### config.mk
export PLATFORM = sky130hd
export DESIGN_NAME = mem_port_arbiter
export DESIGN_NICKNAME = d
export VERILOG_FILES = /design/src/rtl/mem_port_arbiter_pkg.sv /design/src/rtl/mem_port_arbiter.sv
export SDC_FILE = /design/constraint.sdc
export NUM_CORES = 1
export LEC_CHECK = 0
export ABC_AREA = 0
export BUFFER_PORTS_ARGS = -buffer_cell sky130_fd_sc_hd__buf_2
export CAP_MARGIN = 10
export CORE_AREA = 5 5 258 260
export DETAILED_ROUTE_END_ITERATION = 8
export DIE_AREA = 0 0 263 265
export PLACE_DENSITY = 0.46
export SLEW_MARGIN = 20
export SYNTH_ARGS = -nofsm -noshare
export SYNTH_HDL_FRONTEND = slang
export SYNTH_SLANG_ARGS = --single-unit
### constraint.sdc
create_clock -name clock -period 2.99 [get_ports clock]
set_input_delay 0.1495 -clock clock [delete_from_list [all_inputs] [get_ports clock]]
set_output_delay 0.1495 -clock clock [all_outputs]
set_load 0.01 [all_outputs]
### src/rtl/mem_port_arbiter_pkg.sv
// Shared types and constants for the instruction/data memory-port arbiter.
package mem_arb_pkg;

  localparam int ADDR_W_DEFAULT  = 6;
  localparam int BLOCK_W_DEFAULT = 128;

  localparam logic REGION_I = 1'b0;
  localparam logic REGION_D = 1'b1;

  typedef enum logic [2:0] {
    IDLE,
    SERVE_I,
    SERVE_D,
    RESP_I,
    RESP_D
  } arb_state_t;

  typedef enum logic {
    PORT_I = 1'b0,
    PORT_D = 1'b1
  } port_t;

endpackage

### src/rtl/mem_port_arbiter.sv
// Shares one block-wide memory port between the instruction and data caches,
// alternating grants on contention and presenting one access at a time.
//
// state   | meaning
// --------+--------------------------------------------------------------
// IDLE    | no access in flight; pick a requester and latch its request
// SERVE_I | instruction read on the memory port, waiting for busywait low
// SERVE_D | data read or write-back on the memory port
// RESP_I  | instruction block ready; icache busywait low for this cycle
// RESP_D  | data access done; dcache busywait low for this cycle
module mem_port_arbiter
  import mem_arb_pkg::*;
#(
  parameter int ADDR_W  = ADDR_W_DEFAULT,
  parameter int BLOCK_W = BLOCK_W_DEFAULT
) (
  input  logic               clock,
  input  logic               reset,
  input  logic               ic_read,
  input  logic [ADDR_W-1:0]  ic_address,
  output logic [BLOCK_W-1:0] ic_readdata,
  output logic               ic_busywait,
  input  logic               dc_read,
  input  logic               dc_write,
  input  logic [ADDR_W-1:0]  dc_address,
  input  logic [BLOCK_W-1:0] dc_writedata,
  output logic [BLOCK_W-1:0] dc_readdata,
  output logic               dc_busywait,
  output logic               mem_read,
  output logic               mem_write,
  output logic [ADDR_W:0]    mem_address,
  output logic [BLOCK_W-1:0] mem_writedata,
  input  logic [BLOCK_W-1:0] mem_readdata,
  input  logic               mem_busywait
);

  arb_state_t         state;
  arb_state_t         state_next;
  port_t              last_grant;
  logic [ADDR_W-1:0]  lat_address;
  logic               lat_write;
  logic [BLOCK_W-1:0] lat_writedata;
  logic [BLOCK_W-1:0] ic_rdata_q;
  logic [BLOCK_W-1:0] dc_rdata_q;
  logic               ic_req;
  logic               dc_req;
  logic               pick_d;

  // On a tie the port that was not served last wins.
  always_comb begin
    ic_req = ic_read;
    dc_req = dc_read | dc_write;
    if (ic_req && dc_req) begin
      pick_d = (last_grant == PORT_I);
    end else begin
      pick_d = dc_req;
    end
  end

  always_ff @(posedge clock) begin
    if (!reset) begin
      state         <= IDLE;
      last_grant    <= PORT_I;
      lat_address   <= '0;
      lat_write     <= 1'b0;
      lat_writedata <= '0;
      ic_rdata_q    <= '0;
      dc_rdata_q    <= '0;
    end else begin
      state <= state_next;
      case (state)
        IDLE: begin
          if (ic_req || dc_req) begin
            if (pick_d) begin
              lat_address   <= dc_address;
              lat_write     <= dc_write;
              lat_writedata <= dc_write ? dc_writedata : '0;
            end else begin
              lat_address   <= ic_address;
              lat_write     <= 1'b0;
              lat_writedata <= '0;
            end
          end
        end
        SERVE_I: begin
          if (!mem_busywait) begin
            ic_rdata_q <= mem_readdata;
            last_grant <= PORT_I;
          end
        end
        SERVE_D: begin
          if (!mem_busywait) begin
            if (!lat_write) begin
              dc_rdata_q <= mem_readdata;
            end
            last_grant <= PORT_D;
          end
        end
        default: ;
      endcase
    end
  end

  always_comb begin
    state_next = state;
    case (state)
      IDLE: begin
        if (ic_req || dc_req) begin
          state_next = pick_d ? SERVE_D : SERVE_I;
        end
      end
      SERVE_I: if (!mem_busywait) state_next = RESP_I;
      SERVE_D: if (!mem_busywait) state_next = RESP_D;
      RESP_I:  state_next = IDLE;
      RESP_D:  state_next = IDLE;
      default: state_next = IDLE;
    endcase
  end

  // Memory side is driven only from latched copies, so it stays stable during SERVE.
  always_comb begin
    mem_read      = 1'b0;
    mem_write     = 1'b0;
    mem_address   = '0;
    mem_writedata = '0;
    case (state)
      SERVE_I: begin
        mem_read    = 1'b1;
        mem_address = {REGION_I, lat_address};
      end
      SERVE_D: begin
        mem_read      = !lat_write;
        mem_write     = lat_write;
        mem_address   = {REGION_D, lat_address};
        mem_writedata = lat_write ? lat_writedata : '0;
      end
      default: ;
    endcase
  end

  assign ic_busywait = ic_req & (state != RESP_I);
  assign dc_busywait = dc_req & (state != RESP_D);
  assign ic_readdata = ic_rdata_q;
  assign dc_readdata = dc_rdata_q;

endmodule

==> impl_results.md, run 1 <==
* Vias per cell at ~5
* Startpoint Class: register
* Net Count, Synth at 2237
* RSZ-0062 raised after global routing: no
* Row cnt at 93
* Critical path fanouts, max at 63
* CP bufs+invs at 3
* Setup_tns at 0 ns
* Crit-path cells: or3b_4 -> clkinv_4 -> buf_12 -> and3_1 -> buf_2
* CTS clk-pin slew, worst paths at 0.06 ns
* WS Path Type: reg -> out
* Port bufs at ~670
* Leak pwr at 0.01048 uW
* CTS sink cnt at between 300 and 400
* Clock root cell: clkbuf_16
* Outcome: finished clean
* Fin crit share at 89.86%
* CTS tree: done
* Syn. warnings at 0
* P per Cell Area at 637.9 nW/um2
* Area leader, netlist: dfxtp_1
* Core area at 63880 um2
* Final instance area at 23710 um2
* First-pass DRT Iterations at 5
* CP endpoint kind: output port
* Ys flop type: dfxtp_1
* Final setup viols at 0
* Layout cells sized above 1 at 27.96%
* Routability cong. at 0.8412
* Worst-margin pin slew at between 0.8 and 0.9 ns
* Detailed Place HPWL at between 40000 and 50000 um
* Non-Filler Instances at 3649
* Die height at 265 um
* Clock Latency Late Sink at around 0.56 ns
* Vias in the first global route at 17620
* I/O Pins at 669
* Final Worst Setup Slack at 0.3033 ns
* Vias at 17770
* Asr flop ratio synth at 0%
* Worst path required time at between 2 and 3 ns
* Worst path slowest cell: dfxtp_1
* # Post-CTS Setup Buffers at 0
* Final ANT Viol Nets at 0
* Post-synth EDFFs at 0
* Dpl cells at 3299
* Routed WL per cell at between 15 and 20 um
* Cell Area, Placed at about 19000 um2
* Fmax achieved at 372.2 MHz
* Pre-CTS setup slack at 0.8399 ns
* Slew margin rel. at 45.09%
* First-pass GRT wire length at 107100 um
* Pin count of the biggest net entering global routing at around 130
* Grt total ovfl at 0
* Fin util at a little under two fifths
* Total track usage at a little under a fifth
* Area added between synthesis and finish at 52.21%
* Slew Viols, Final at 0
* Post-Syn Area at 15580 um2
* Initial Util at 24.39%
* Antenna violations before repair at 1
* Number of max-cap violations at 0
* Hold Crit Class: in -> reg
* CP max stage delay at ~0.6 ns
* Mean Syn Cell Area at 7.937 um2
* Htree depth at 2
* # DRC at 0
* Synth unique cells at 38
* Final min period at between 2 and 3 ns
* Fin Clk Skew at 0.02073 ns
* Area contributors post-synth: dfxtp_1 51%, a21oi_1 13%, nand3_1 8.2%, o21ai_0 8.1%, nand2_1 6.5%
* WL final at 70520 um
* WP data arrival at 2.54 ns
* Critical path's top delay family: buffers and inverters
* Die area at around 70000 um2
* Fin. Hold Viols at 0
* Seq cells post-synth at 395
* Max VDD drop at 0.4756 mV
* Num CTS Buffers at 46
* Die X at about 260 um
* Final #Nets at between 3000 and 4000
* Sequential-to-total area share from yosys stat at 50.75%
* Yosys top cell area share at about half
* CTS max path bufs at 3
* Mapped Cells at 1963
* 1st-iter DRT viols at 1255
==> state kept, by name, summed over array words and instances (netlist names) <==
| register | flops |
|---|---|
| state | 3 |
| lat_writedata | 128 |
| ic_readdata | 128 |
| last_grant | 1 |
| dc_readdata | 128 |
| lat_address | 6 |
| lat_write | 1 |
==> logic make-up after synthesis <==
| group | synth area share (%) |
|---|---|
| AO/OA/AOI/OAI | 21.73 |
| XOR/XNOR | 0.05623 |
| buffers and inverters | 6.481 |
| flip-flops | 50.75 |
| multiplexers | 0.06425 |
| AND/OR/NAND/NOR | 20.91 |
==> synth_stat cells (all sizes together) (2+ instances only) <==
cell type and number:
and3 128, a21boi 2, a21oi 393, and2 7, nor2 7, nand2b 2
nand3 256, buf 60, o21ai 257, or3 2, nand2 271, a311oi 6
dfxtp 395, nor3 3, a2bb2oi 2, clkbuf 156, inv 2
==> worst min-delay path: stages <==
cell and delay, ns:
buf_2 0.13, a21boi_4 0.24, nand3_1 0.12, a21oi_1 0.05
==> routing by layer <==
layer / up-vias / share of wire [%] / wire (um) / GRT usage, %
li1: 8435 / - / - / -
met1: 8425 / 40 / 28450 / 23.11
met3: 119 / 9.1 / 6442 / 6.005
met4: 0 / 3.0 / 2116 / 5.863
met5: - / 0 / 0 / 0
met2: 786 / 48 / 33510 / 31.66
==> worst paths after layout <==
kind         cells past startpoint  slack (ns)             start                 end
min reg2reg                      2        0.45  ic_readdata[112]    ic_readdata[112]
max reg2reg                      4        0.54          state[2]      lat_address[2]
max                              5        0.30          state[2]  mem_writedata[123]
min                              4        0.19          dc_write   lat_writedata[38]
==> layout by cell type, fill, tap and decap left out, drive strengths merged, types with 2 or more instances in the layout <==
cell / synthesis / final
a21boi: 2 / 2
dfxtp: 395 / 395
dlygate4sd3: 0 / 270
and2: 7 / 7
a311oi: 6 / 6
nand3: 256 / 256
nor3: 3 / 3
a2bb2oi: 2 / 2
inv: 2 / 3
nand2b: 2 / 2
bufinv: 0 / 3
clkinv: 1 / 11
nand2: 271 / 271
and3: 128 / 128
o21ai: 257 / 257
a21oi: 393 / 393
nor2: 7 / 7
or3: 2 / 2
buf: 60 / 697
clkbuf: 156 / 65
==> what timing repair did <==
item	4_1_cts	5_1_grt
endpoints found under the hold margin	393	0
resized for setup	0	0
hold buffers	270	0
setup endpoints to repair	0	0
==> power by group <==
part / internal [uW] / switching (uW)
combinational: 1190 / 2270
sequential: 5720 / 250
clock: 3390 / 2310
total: 10300 / 4830
==> final cells by class <==
| class | instances | area [um2] |
|---|---|---|
| clock inverters | 14 | 156.4 |
| flip-flops and latches | 395 | 7909 |
| diodes | 1 | 2.502 |
| repair buffers | 967 | 6489 |
| fillers | 6657 | 40170 |
| inverters | 3 | 23.77 |
| well taps | 855 | 1070 |
| clock buffers | 65 | 1354 |
| multi-input cells | 1349 | 6710 |
==> per-stage QoR <==
| stage | hold slack, ns | total power [uW] |
|---|---|---|
| after global routing | 0.1738 | 15870 |
| after CTS | 0.1321 | 15340 |
| after floorplan | 0.2288 | 7956 |
| final | 0.1894 | 15130 |
| after detailed placement | 0.4077 | 9242 |
| after global placement | 0.4043 | 9193 |
Note: power is estimated with default switching activity, not from simulation.
==> run 2, diff against run 1 <==
--- a/config.mk
+++ b/config.mk
@@ -8,10 +8,10 @@
 export ABC_AREA = 0
 export BUFFER_PORTS_ARGS = -buffer_cell sky130_fd_sc_hd__buf_2
 export CAP_MARGIN = 10
-export CORE_AREA = 5 5 258 260
+export CORE_AREA = 2 2 263 265
 export DETAILED_ROUTE_END_ITERATION = 8
-export DIE_AREA = 0 0 263 265
-export PLACE_DENSITY = 0.46
+export DIE_AREA = 0 0 265 267
+export PLACE_DENSITY = 0.44
 export SLEW_MARGIN = 20
 export SYNTH_ARGS = -nofsm -noshare
 export SYNTH_HDL_FRONTEND = slang
==> constraint.sdc (replaced) <==
create_clock -name clock -period 2.99 [get_ports clock]
set_input_delay 0.598 -clock clock [delete_from_list [all_inputs] [get_ports clock]]
set_output_delay 0.598 -clock clock [all_outputs]
set_load 0.01 [all_outputs]
==> impl_results.md, run 2 (synthesis results as in run 1) <==
* Grt total ovfl at 0
* CTS tree: done
* Total track usage at 17.98%
* Final total power at between 10000 and 15000 uW
* Cell Area, Placed at 19580 um2
* Seq pwr share at 39.8%
* Die X at 265 um
* Worst Hold End: ic_readdata[96]
* Critical path fanouts, max at 133
* Vias per cell at 4.881
* Cts hold-fix bufs at 0
* Detailed Place HPWL at 45580 um
* Row cnt at 96
* Pin count of the biggest net entering global routing at 134
* WP data arrival at 2.30 ns
* # Post-CTS Setup Buffers at 0
* Die area at just over 70000 um2
* CP endpoint kind: output port
* Slew margin rel. at 43.85%
* WS Path Type: reg -> out
* Fin crit share at 96.92%
* Final min period at 2.898 ns
* CTS max path bufs at 3
* R2R cell count at 6
* Die height at 267 um
* # DRC at 0
* Fmax achieved at 345.1 MHz
* P per Cell Area at 706.7 nW/um2
* CP max stage delay at 0.45 ns
* Number of max-cap violations at 0
* Commonest non-fill, non-tap cell in the layout: buf_2
* Internal Pwr Total at 10160 uW
* RR Startpoint: state[0]
* Initial Util at 22.92%
* Vias in the first global route at 16210
* Htree depth at 2
* RSZ-0062 raised after global routing: no
* Final instance area at 21190 um2
* Worst path required time at 2.39 ns
* Leak pwr at 0.009397 uW
* Reg2reg end: dc_readdata[30]
* CTS sink cnt at 395
* Vias at 16740
* Crit-path cells: buf_4 -> or3b_4 -> inv_16 -> and3_1 -> buf_2
* WL final at 67570 um
* Final ANT Viol Nets at 0
* Flop2flop setup slack at 0.47 ns
* Port bufs at 668
* Switch share at 32.15%
* Clock root cell: clkbuf_16
* Layout cells sized above 1 at a little under a third
* Area added between synthesis and finish at 36.01%
* Fin Clk Skew at between 0.015 and 0.02 ns
* Hold Crit Class: in -> reg
* Worst path slowest cell: or3b_4
* P_sw at 4814 uW
* Worst-margin pin slew at approximately 0.84 ns
* Core area at 67990 um2
* Routed WL per cell at between 15 and 20 um
* Fin. Hold Viols at 0
* Startpoint Class: register
* I/O Pins at 669
* Outcome: finished clean
* Max VDD drop at 0.4038 mV
* Setup_tns at 0 ns
* Critical hold path startpoint: mem_readdata[96]
* First-pass GRT wire length at ~100000 um
* Antenna violations before repair at 18
* First-pass DRT Iterations at 5
* Slew Viols, Final at 0
* Final #Nets at 2778
* Routability cong. at 0.8191
* Final setup viols at 0
* 1st-iter DRT viols at 1252
* Hold path cells at 3
* Comb pwr share at 21.0%
* CTS clk-pin slew, worst paths at 0.06 ns
* Power share of the clock group at 39.2%
* Num CTS Buffers at 48
* Commonest cells after routing, fill and taps aside: 668 x buf_2, 394 x dfxtp_1, 393 x a21oi_1
* Clock Latency Late Sink at 0.58 ns
## run 2: cell types whose count changed in the layout (fill, tap and decap cells not counted), moves of 2 or more
cell	delta
clkinv_2	-4
buf_4	+12
dlygate4sd3_1	-270
clkbuf_16	+2
clkinvlp_4	+2
clkbuf_1	+7
buf_12	-2
diode_2	+6
## run 2: area by class of cell
class / count / area, um2
fillers: 7433 / 46790
flip-flops and latches: 395 / 7911
multi-input cells: 1349 / 6710
repair buffers: 707 / 3836
clock buffers: 73 / 1416
well taps: 882 / 1104
clock inverters: 13 / 160.2
inverters: 3 / 35.03
diodes: 7 / 17.52
## run 2: worst max-delay path, delay by kind of cell (launching register included)
family	cells	cell delay (ns)
and+or+nand+nor	2	0.74
buffers and inverters	3	0.64
DFF	1	0.29
## run 2: through the flow
stage / utilization [%] / hold WS (ns) / instances / worst slack, ns
3_3_place_gp: 28.80 / 0.4381 / 3336 / 0.4186
5_1_grt: 31.17 / 0.2269 / 3428 / 0.006390
3_5_place_dp: 28.80 / 0.4430 / 3336 / 0.4195
6_report: 31.17 / 0.2653 / 3429 / 0.09212
4_1_cts: 31.13 / 0.2121 / 3422 / 0.02469
2_1_floorplan: - / 0.4490 / 1963 / 0.8811
## run 2: timing repair
item | CTS | global route
endpoints found under the setup margin | 130 | 12
pin swaps | 0 | 0
resized for setup | 1 | 2
## run 2: per-layer routing
layer / share of wire (%) / GRT usage [%] / vias up / wire (um)
met5: 0.14 / 0 / - / 95
met4: 3.1 / 6.276 / 14 / 2086
met3: 8.9 / 5.858 / 128 / 5985
met2: 47 / 29.45 / 678 / 31430
met1: 41 / 22.09 / 7990 / 27980
li1: - / - / 7928 / -
## run 2: worst max path at each step
stage | from | to | slack (ns)
2_1_floorplan | state[0] | mem_writedata[100] | 0.88
3_3_place_gp | state[0] | mem_writedata[17] | 0.42
3_5_place_dp | state[0] | mem_writedata[37] | 0.42
4_1_cts | lat_write | mem_writedata[0] | 0.02
5_1_grt | state[0] | mem_writedata[37] | 0.006
6_report | state[0] | mem_writedata[37] | 0.09
## run 2: power by group through the flow
stage	clock (uW)	combinational [uW]	sequential [uW]
floorplan	0	1860	6090
global placement	0	3160	6060
detailed placement	0	3190	6070
CTS	6070	3200	5960
global route	6280	3450	6010
finish	5870	3150	5960
==> run 3, diff against run 2 <==
--- a/config.mk
+++ b/config.mk
@@ -11,7 +11,8 @@
 export CORE_AREA = 2 2 263 265
 export DETAILED_ROUTE_END_ITERATION = 8
 export DIE_AREA = 0 0 265 267
-export PLACE_DENSITY = 0.44
+export GPL_TIMING_DRIVEN = 0
+export PLACE_DENSITY = 0.45
 export SLEW_MARGIN = 20
 export SYNTH_ARGS = -nofsm -noshare
 export SYNTH_HDL_FRONTEND = slang
==> impl_results.md, run 3 (synthesis results as in run 1) <==
* Antenna violations before repair at 21
* First-pass GRT wire length at 110300 um
* Switch share at 33.27%
* Row cnt at 96
* Final total power at 15190 uW
* P_sw at 5054 uW
* WL final at between 70000 and 80000 um
* Worst path slowest cell: or3b_4
* Crit-path most repeated cell: buf_12
* Reg2reg end: lat_write
* Number of max-cap violations at 0
* Fin crit share at 97.45%
* Die X at 265 um
* I/O Pins at 669
* Final min period at 2.914 ns
* Total track usage at 20.61%
* Vias per cell at 4.868
* Power share of the clock group at between 30% and 40%
* Startpoint Class: register
* Grt total ovfl at 0
* Outcome: finished clean
* Fin. Hold Viols at 0
* Vias in the first global route at 16950
* CP bufs+invs at 6
* Commonest cells after routing, fill and taps aside: 692 x buf_2, 395 x dfxtp_1, 393 x a21oi_1
* Detailed Place HPWL at 59870 um
* Critical path fanouts, max at 10
* Area added between synthesis and finish at 40.13%
* First-pass DRT Iterations at 5
* Final setup viols at 0
* Die area at 70760 um2
* WP data arrival at 2.32 ns
* Clock root cell: clkbuf_16
* Core area at 67990 um2
* Num CTS Buffers at 47
* Htree depth at 2
* Die height at approximately 270 um
* Routability cong. at 0.8496
* Port bufs at 668
* Fin util at between 30% and 40%
* Layout cells sized above 1 at 30.57%
* Worst path required time at 2.39 ns
* CTS max path bufs at 3
* Commonest non-fill, non-tap cell in the layout: buf_2
* Pin count of the biggest net entering global routing at 13
* CTS tree: done
* # DRC at 0
* Initial Util at 22.92%
* R2R cell count at 6
* Hold Crit Class: in -> reg
* Final ANT Viol Nets at 0
* Comb pwr share at roughly 24%
* Internal Pwr Total at 10140 uW
* Seq pwr share at 39.1%
* Slew margin rel. at 31.36%
* Routed WL per cell at 21.44 um
* Leak pwr at 0.009615 uW
* Vias at ~18000
* 1st-iter DRT viols at 1032
* Critical hold path startpoint: mem_readdata[54]
* Hold path cells at 3
* Worst Hold End: ic_readdata[54]
* CP max stage delay at 0.41 ns
* Max VDD drop at 0.4077 mV
* Fin Clk Skew at 0.02593 ns
* WS Path Type: reg -> out
* Critical path's top delay family: buffers and inverters
* Worst-margin pin slew at 1.030 ns
* RSZ-0062 raised after global routing: no
* P per Cell Area at 695.8 nW/um2
* CP endpoint kind: output port
* CTS clk-pin slew, worst paths at 0.06 ns
* RR Startpoint: state[1]
* Flop2flop setup slack at 0.53 ns
* Slew Viols, Final at 0
* Clock Latency Late Sink at 0.59 ns
* Fmax achieved at 343.2 MHz
* Crit-path cells: buf_6 -> or3b_4 -> buf_12 -> clkinv_16 -> buf_12 -> clkbuf_16 -> and3_4 -> buf_4
* Final #Nets at 2957
* CTS sink cnt at 395
run 3: worst max path at each step:
| stage | start | end | slack, ns | cells after the start |
|---|---|---|---|---|
| 6_report | state[0] | mem_writedata[40] | 0.08 | 8 |
| 5_1_grt | state[0] | mem_writedata[70] | 0.006 | 8 |
| 4_1_cts | state[0] | mem_writedata[40] | -0.006 | 8 |
| 3_5_place_dp | dc_read | lat_writedata[23] | 0.05 | 6 |
| 3_3_place_gp | dc_read | lat_write | 0.05 | 6 |
| 2_1_floorplan | state[0] | mem_writedata[100] | 0.88 | 7 |
run 3: power groups by stage:
stage                     logic, uW  clock network [uW]  registers (uW)
after floorplan                1860                   0            6090
after global placement         3470                   0            6020
after detailed placement       3500                   0            6040
after CTS                      3700                5760            5930
after global routing           4010                5950            5980
final                          3660                5590            5940
run 3: what timing repair did:
action	4_1_cts	5_1_grt
setup buffers	2	0
setup endpoints to repair	130	60
pin swaps	2	1
gates cloned	1	0
resized for setup	63	14
hold buffers	0	0
run 3: tightest hold or removal path, delay by kind of cell:
| kind | cells | cell delay [ns] |
|---|---|---|
| compound gates | 1 | 0.05 |
| buf+inv | 1 | 0.11 |
| simple gates | 1 | 0.05 |
run 3: per-stage QoR:
| stage | setup WS, ns | std cells | TNS, ns | hold slack [ns] | instance area (um2) |
|---|---|---|---|---|---|
| floorplan | 0.8811 | 1963 | 0 | 0.4490 | 15580 |
| global placement | 0.04837 | 3513 | 0 | 0.4392 | 20030 |
| detailed placement | 0.05252 | 3513 | 0 | 0.4437 | 20030 |
| CTS | -0.006044 | 3594 | -0.007154 | 0.2225 | 21800 |
| global route | 0.005965 | 3598 | 0 | 0.2432 | 21830 |
| finish | 0.07616 | 3599 | 0 | 0.2670 | 21830 |
run 3: layer usage:
layer  GRT usage, %  routed length [um]
met1          22.92               29700
met5              0                 161
met3          7.325                7027
met2          37.54               38920
met4          4.505                1353
run 3: final cells by class:
| class | instances | area (um2) |
|---|---|---|
| Sequential cell | 395 | 7908 |
| Multi-Input combinational cell | 1349 | 6730 |
| Buffer | 216 | 1136 |
| Clock buffer | 69 | 1329 |
| Tap cell | 882 | 1104 |
| Fill cell | 7486 | 46150 |
| Timing Repair Buffer | 671 | 3462 |
| Inverter | 3 | 37.54 |
| Clock inverter | 9 | 113.9 |
| Antenna cell | 5 | 12.51 |
